===== config.mk =====
export PLATFORM = sky130hd
export DESIGN_NAME = pe_xnor_seq_ctrl
export DESIGN_NICKNAME = d
export VERILOG_FILES = /design/src/rtl/pe_xnor_seq_ctrl_pkg.sv /design/src/rtl/pe_xnor_seq_ctrl_accum.sv /design/src/rtl/pe_xnor_seq_ctrl.sv
export SDC_FILE = /design/constraint.sdc
export NUM_CORES = 1
export LEC_CHECK = 0
export BUFFER_PORTS_ARGS = -buffer_cell sky130_fd_sc_hd__buf_2
export CORE_UTILIZATION = 50
export DETAILED_ROUTE_END_ITERATION = 8
export PLACE_DENSITY_LB_ADDON = 0.12
export SLEW_MARGIN = 20
export SYNTH_ARGS = -nofsm -noshare
export SYNTH_HDL_FRONTEND = slang
export SYNTH_SLANG_ARGS = --single-unit

===== constraint.sdc =====
create_clock -name CLK -period 5.1 [get_ports CLK]
set_input_delay 0.255 -clock CLK [delete_from_list [all_inputs] [get_ports CLK]]
set_output_delay 0.255 -clock CLK [all_outputs]
set_load 0.02 [all_outputs]

===== src/rtl/pe_xnor_seq_ctrl_pkg.sv =====
// ---------------------------------------------------------------------------
// pe_xnor_seq_ctrl_pkg
// Shared definitions for the xnor PE sequencer slice.
//   BITS_SIP_DOT_ADDER : output width of the PE sip_dot_adder (psum width)
//   PSUM_W_DEF         : default psum width seen by the sequencer
//   ACC_W_DEF          : default signed accumulator / result width
//   KLEN_W_DEF         : default width of the beat-count field
//   state_e            : sequencer state encoding (IDLE/FEED/DRAIN/OUT)
//   sat_ovf()          : overflow test on the guard bits of a widened sum
// ---------------------------------------------------------------------------
package pe_xnor_seq_ctrl_pkg;

  localparam int BITS_SIP_DOT_ADDER = 8;

  localparam int PSUM_W_DEF = BITS_SIP_DOT_ADDER;
  localparam int ACC_W_DEF  = 24;
  localparam int KLEN_W_DEF = 8;

  typedef enum logic [1:0] {
    ST_IDLE  = 2'd0,
    ST_FEED  = 2'd1,
    ST_DRAIN = 2'd2,
    ST_OUT   = 2'd3
  } state_e;

  // The sum carries two guard bits above the accumulator sign bit. The value
  // fits the accumulator only when the sign bit and both guard bits agree.
  function automatic logic sat_ovf(input logic [2:0] topBits);
    return !((topBits == 3'b000) || (topBits == 3'b111));
  endfunction

endpackage


===== src/rtl/pe_xnor_seq_ctrl_accum.sv =====
// ---------------------------------------------------------------------------
// pe_psum_accum
// Saturating signed accumulator for PE partial sums.
//   CLK, RST  : clock, synchronous active-high reset
//   clr_i     : clear accumulator and sticky overflow (job start)
//   en_i      : add psum_i this cycle
//   shift_i   : weight psum_i by 2 (MSB bit-plane in 2-bit mode)
//   psum_i    : signed PE partial sum
//   acc_o     : signed accumulated value
//   ovf_o     : sticky saturation flag since the last clear
// ---------------------------------------------------------------------------
module pe_psum_accum
  import pe_xnor_seq_ctrl_pkg::*;
#(
  parameter int PSUM_W = PSUM_W_DEF,
  parameter int ACC_W  = ACC_W_DEF
) (
  input  logic              CLK,
  input  logic              RST,
  input  logic              clr_i,
  input  logic              en_i,
  input  logic              shift_i,
  input  logic [PSUM_W-1:0] psum_i,
  output logic [ACC_W-1:0]  acc_o,
  output logic              ovf_o
);

  localparam int SUM_W = ACC_W + 2;

  logic [ACC_W-1:0] acc_q, acc_d;
  logic             ovf_q;
  logic [SUM_W-1:0] accExt, addend, sum;
  logic             ovfNow;

  // Widen both operands so that a doubled MSB-plane psum added to a
  // full-scale accumulator can never wrap before the range check, then clamp
  // to the accumulator range, choosing the rail from the sign of the sum.
  always_comb begin
    accExt = {{2{acc_q[ACC_W-1]}}, acc_q};
    addend = {{(SUM_W-PSUM_W){psum_i[PSUM_W-1]}}, psum_i};
    if (shift_i) begin
      addend = {addend[SUM_W-2:0], 1'b0};
    end
    sum    = accExt + addend;
    ovfNow = sat_ovf(sum[SUM_W-1:ACC_W-1]);
    if (!ovfNow) begin
      acc_d = sum[ACC_W-1:0];
    end else if (sum[SUM_W-1]) begin
      acc_d = {1'b1, {(ACC_W-1){1'b0}}};
    end else begin
      acc_d = {1'b0, {(ACC_W-1){1'b1}}};
    end
  end

  // Accumulator and sticky overflow. A clear wins over a same-cycle add,
  // which cannot happen in practice because clears occur only in IDLE.
  always_ff @(posedge CLK) begin
    if (RST || clr_i) begin
      acc_q <= '0;
      ovf_q <= 1'b0;
    end else if (en_i) begin
      acc_q <= acc_d;
      if (ovfNow) begin
        ovf_q <= 1'b1;
      end
    end
  end

  assign acc_o = acc_q;
  assign ovf_o = ovf_q;

endmodule


===== src/rtl/pe_xnor_seq_ctrl.sv =====
// ---------------------------------------------------------------------------
// pe_xnor_seq_ctrl
// Job sequencer for one xnor processing element.
//   CLK, RST            : clock, synchronous active-high reset
//   cfg_start           : job start pulse (taken only in IDLE)
//   cfg_k_len           : operand beats in the job
//   cfg_mode            : 0 = single plane, 1 = two bit-planes per chunk
//   cfg_sign, cfg_bin   : latched to pe_signI / pe_bin for the job
//   in_valid / in_ready : operand beat handshake, pe_load = handshake
//   pe_psum             : registered PE partial sum (1 cycle after pe_load)
//   out_valid/out_ready : result handshake carrying out_acc and out_ovf
//   busy                : state is not IDLE
//   err_cfg             : one-cycle pulse after a rejected start
// ---------------------------------------------------------------------------
module pe_xnor_seq_ctrl
  import pe_xnor_seq_ctrl_pkg::*;
#(
  parameter int PSUM_W = PSUM_W_DEF,
  parameter int ACC_W  = ACC_W_DEF,
  parameter int KLEN_W = KLEN_W_DEF
) (
  input  logic              CLK,
  input  logic              RST,
  input  logic              cfg_start,
  input  logic [KLEN_W-1:0] cfg_k_len,
  input  logic              cfg_mode,
  input  logic              cfg_sign,
  input  logic              cfg_bin,
  input  logic              in_valid,
  output logic              in_ready,
  output logic              pe_load,
  output logic              pe_bin,
  output logic              pe_signI,
  input  logic [PSUM_W-1:0] pe_psum,
  output logic              out_valid,
  input  logic              out_ready,
  output logic [ACC_W-1:0]  out_acc,
  output logic              out_ovf,
  output logic              busy,
  output logic              err_cfg
);

  state_e            state_q, state_d;
  logic [KLEN_W-1:0] cnt_q, cnt_d, kLen_q, cntInc;
  logic              mode_q, sign_q, bin_q;
  logic              accEn_q, shift_q, err_q;
  logic              startOk, startErr;

  // Next-state and handshake decode. A start is only looked at in IDLE, so
  // a start raised during FEED/DRAIN/OUT (including the OUT handshake cycle)
  // is silently dropped. A 2-bit job needs whole chunk pairs, so an odd
  // beat count in that mode is refused.
  always_comb begin
    state_d  = state_q;
    cnt_d    = cnt_q;
    in_ready = 1'b0;
    startOk  = 1'b0;
    startErr = 1'b0;
    cntInc   = cnt_q + KLEN_W'(1);
    unique case (state_q)
      ST_IDLE: begin
        if (cfg_start) begin
          if (cfg_mode && cfg_k_len[0]) begin
            startErr = 1'b1;
          end else begin
            startOk = 1'b1;
            cnt_d   = '0;
            state_d = (cfg_k_len == '0) ? ST_OUT : ST_FEED;
          end
        end
      end
      ST_FEED: begin
        in_ready = 1'b1;
        if (in_valid) begin
          cnt_d = cntInc;
          if (cntInc == kLen_q) begin
            state_d = ST_DRAIN;
          end
        end
      end
      ST_DRAIN: begin
        state_d = ST_OUT;
      end
      ST_OUT: begin
        if (out_ready) begin
          state_d = ST_IDLE;
        end
      end
      default: begin
        state_d = ST_IDLE;
      end
    endcase
  end

  assign pe_load = in_valid & in_ready;

  // State, beat counter and the latched job configuration. The accumulate
  // enable trails each accepted beat by one cycle to line up with the PE's
  // registered psum; the plane weight is captured with it from the beat
  // index, even beats being the MSB plane in 2-bit mode.
  always_ff @(posedge CLK) begin
    if (RST) begin
      state_q <= ST_IDLE;
      cnt_q   <= '0;
      kLen_q  <= '0;
      mode_q  <= 1'b0;
      sign_q  <= 1'b0;
      bin_q   <= 1'b0;
      accEn_q <= 1'b0;
      shift_q <= 1'b0;
      err_q   <= 1'b0;
    end else begin
      state_q <= state_d;
      cnt_q   <= cnt_d;
      accEn_q <= pe_load;
      shift_q <= mode_q & ~cnt_q[0];
      err_q   <= startErr;
      if (startOk) begin
        kLen_q <= cfg_k_len;
        mode_q <= cfg_mode;
        sign_q <= cfg_sign;
        bin_q  <= cfg_bin;
      end
    end
  end

  // The accumulator is cleared by the accepted start and fed by the
  // delayed enable, so the final psum lands during the DRAIN cycle.
  pe_psum_accum #(
    .PSUM_W (PSUM_W),
    .ACC_W  (ACC_W)
  ) u_accum (
    .CLK     (CLK),
    .RST     (RST),
    .clr_i   (startOk),
    .en_i    (accEn_q),
    .shift_i (shift_q),
    .psum_i  (pe_psum),
    .acc_o   (out_acc),
    .ovf_o   (out_ovf)
  );

  assign pe_bin    = bin_q;
  assign pe_signI  = sign_q;
  assign out_valid = (state_q == ST_OUT);
  assign busy      = (state_q != ST_IDLE);
  assign err_cfg   = err_q;

endmodule


==> summary.txt <==
Routing
  – Via count: 3504
  – Post-DR vias/cell: 5.754
  – DRC violations left: 0
  – Routed Antenna Nets: 0
  – Wirelength per Cell: 14.46 um
  – DRT Wirelength: 8.807 mm
  – Router iterations before antenna repair: 5
  – Starting DRT DRC Count: 126

Die
  – Starting density of the core: 52.55%
  – Die Y: 90.01 um
  – Row Count: 31
  – Core ar.: 0.007370 mm2
  – Die area: 0.008101 mm2
  – DIE WIDTH: 90.01 um
  – IO Count: 56

Critical path
  – FF-to-FF End: u_accum.acc_o[15]
  – Critical path required time: 5.25 ns
  – R2R depth: 10
  – Origin of the critical flop-to-flop path: shift_q
  – R2r setup slk: 1.30 ns
  – CP Capture Type: flop
  – Crit Path Max Fanout: 16
  – Crit start category: flop
  – Crit Path Category: flop to flop
  – CP Data Arrival Time: 3.96 ns

Power and ir drop
  – Cell Int Power: 0.0008374 W
  – Final Power: 0.001424 W
  – Seq pwr share: 33.1%
  – P per Cell Area: 333.3 mW/mm2
  – Maximum vdd drop: 0.2259 mV
  – Total leakage power: 1.775 nW
  – Clock power frac: 20.0%
  – NetSw: 0.0005865 W
  – Gate power share: 46.9%
  – Sw frac: 41.19%

Clocking
  – CTS HTree Levels: 2
  – Clock sinks: 49
  – Worst-path clk slew: 0.09 ns
  – Post-CTS Setup Inserts: 0
  – TritonCTS clock tree: yes
  – CTS max path bufs: 2
  – CTS Buf Count: 5
  – CTS resizes: 0
  – Clk Latency, worst-skew pair: 0.30 ns
  – Hold Buf Count CTS: 0
  – Clock root buffer: clkbuf_8

Yosys
  – Synth Register Bits: 49
  – Mapped Area: 0.003872 mm2
  – Net count of the mapped netlist: 520
  – Post-synth top area share: 25.33%
  – Post-synth cell types: 68
  – Post-synth top cells: a21oi_1, dfxtp_1, nand2_1
  – Yosys warnings: 0
  – Synth top area cells: dfxtp_1, ha_1, a21oi_1
  – Post-synth ARST share: 0%
  – Top cell type by total area after synthesis: dfxtp_1
  – Post-Syn Area per Cell: 8.310 um2
  – Post-synthesis instance total: 466
  – Sequential share of the synthesized area: 25.33%
  – Post-synth top flop: dfxtp_1
  – Number of enable flip-flop cells after synthesis: 0
  – Top-count cell post-synth: a21oi_1

Place
  – Placed Cells: 601
  – IO buf count: 55
  – RePlAce Congestion: 0.8881
  – Hpwl dp: 6.552 mm

Worst hold path
  – Hold endpoint: pe_signI
  – Hold path startpoint: cfg_sign
  – Hold Crit Depth: 3
  – Worst hold path class: input port to flop

Outcome
  – Status: completed

Finish
  – Area grow syn2layout: 10.31%
  – Nets@finish: 563
  – Layout Utilization: 57.96%
  – Antenna diode count: 0
  – Finished Layout Cells: 609
  – Layout cell share with drive strength beyond 1: 22.35%

Timing
  – Final Setup Violations: 0
  – Max Clock Freq: 262.9 MHz
  – Final hold violations: 0
  – Clock Skew: 0.008069 ns
  – RSZ-0062 raised after global routing: no
  – Least-Margin Pin Slew: 0.7814 ns
  – Max-slew violations: 0
  – Relative slew slack: 47.84%
  – Final period util: 74.58%
  – Setup TNS: 0 ns
  – Fin crit period: 3.804 ns

GRT
  – Total grt overflow: 0
  – Initial antenna violation count: 0
  – First-pass GRT wire length: 15.06 mm
  – Largest net degree at the start of global routing: 27
  – Gr usage total: 21.98%
  – Vias in the first global route: 3352

Run
  – Maxcap violations: 0
-- worst max-delay path, stage by stage, from the launching register on --
cell,delay (ns)
dfxtp_1,0.51
mux2_2,0.41
fa_1,0.47
a211oi_2,0.31
o211ai_2,0.14
a311o_1,0.31
a31oi_1,0.29
o22a_1,0.60
buf_4,0.33
maj3_2,0.21
a21oi_1,0.07
-- per-layer routing --
layer  vias to the layer above  share of wire [%]  track usage [%]
met5                         -                  0                0
met4                         0                1.0            5.242
li1                       1796                  -                -
met2                        67                 49            39.76
met3                        10                2.7            3.215
met1                      1631                 47            27.25
-- layout make-up --
| type | instances | area, um2 |
|---|---|---|
| fillers | 729 | 3098 |
| multi-input cells | 379 | 2698 |
| flip-flops and latches | 49 | 980.9 |
| repair buffers | 58 | 297.8 |
| well taps | 99 | 123.9 |
| clock buffers | 6 | 72.57 |
| inverters | 16 | 60.06 |
| clock inverters | 2 | 38.79 |
-- placed cells by master, fill, tap and decap left out, types with 7 or more instances in the layout --
master / Yosys / layout
o21ai_0: 36 / 36
xnor2_1: 17 / 17
nand3_1: 8 / 8
a21o_1: 7 / 7
nand2_1: 38 / 38
nor2_1: 36 / 36
nor3_1: 14 / 14
xor2_1: 13 / 13
buf_2: 2 / 55
a21oi_1: 62 / 62
maj3_2: 16 / 16
dfxtp_1: 49 / 49
mux2_2: 7 / 7
inv_1: 16 / 16
ha_1: 29 / 29
-- power groups by stage --
stage                     Combinational, W  Sequential, W  Clock (W)
after floorplan                   0.000506       0.000492          0
after global placement            0.000654       0.000480          0
after detailed placement          0.000664       0.000480          0
after CTS                         0.000667       0.000472   0.000295
after global routing              0.000736       0.000480   0.000308
final                             0.000667       0.000472   0.000285
-- through the flow --
stage | setup WS, ns | hold WS, ns | cell area, um2
2_1_floorplan | 1.954 | 0.3910 | 3872
3_3_place_gp | 1.468 | 0.4414 | 4160
3_5_place_dp | 1.390 | 0.4515 | 4160
4_1_cts | 1.347 | 0.1745 | 4272
5_1_grt | 1.120 | 0.1817 | 4272
6_report | 1.296 | 0.1822 | 4272
-- registers in the layout (all words and copies together), names as in the netlist --
signal,cells
kLen_q,8
accEn_q,1
state_q,2
cnt_q,8
pe_bin,1
err_cfg,1
shift_q,1
u_accum.ovf_o,1
u_accum.acc_o,24
pe_signI,1
mode_q,1
-- how the worst max path moves through the flow --
stage / from / slack (ns) / end
6_report: shift_q / 1.30 / u_accum.acc_o[15]
5_1_grt: shift_q / 1.12 / u_accum.acc_o[15]
4_1_cts: shift_q / 1.35 / u_accum.acc_o[15]
3_5_place_dp: shift_q / 1.39 / u_accum.acc_o[15]
3_3_place_gp: shift_q / 1.47 / u_accum.acc_o[17]
2_1_floorplan: shift_q / 1.95 / u_accum.acc_o[21]
-- cell families (layout without fill, tap and decap cells) --
kind of cell	after synthesis	in the layout	synth area share, %
AO/OA/AOI/OAI	153	153	26.50
multiplexers	10	10	2.811
flip-flops	49	49	25.33
XOR/XNOR	31	31	7.205
AND/OR/NAND/NOR	134	134	17.32
buffers and inverters	38	82	5.008
adder cells (fa/ha/maj)	51	51	15.83
No activity file was read; power rests on OpenSTA's default activity.
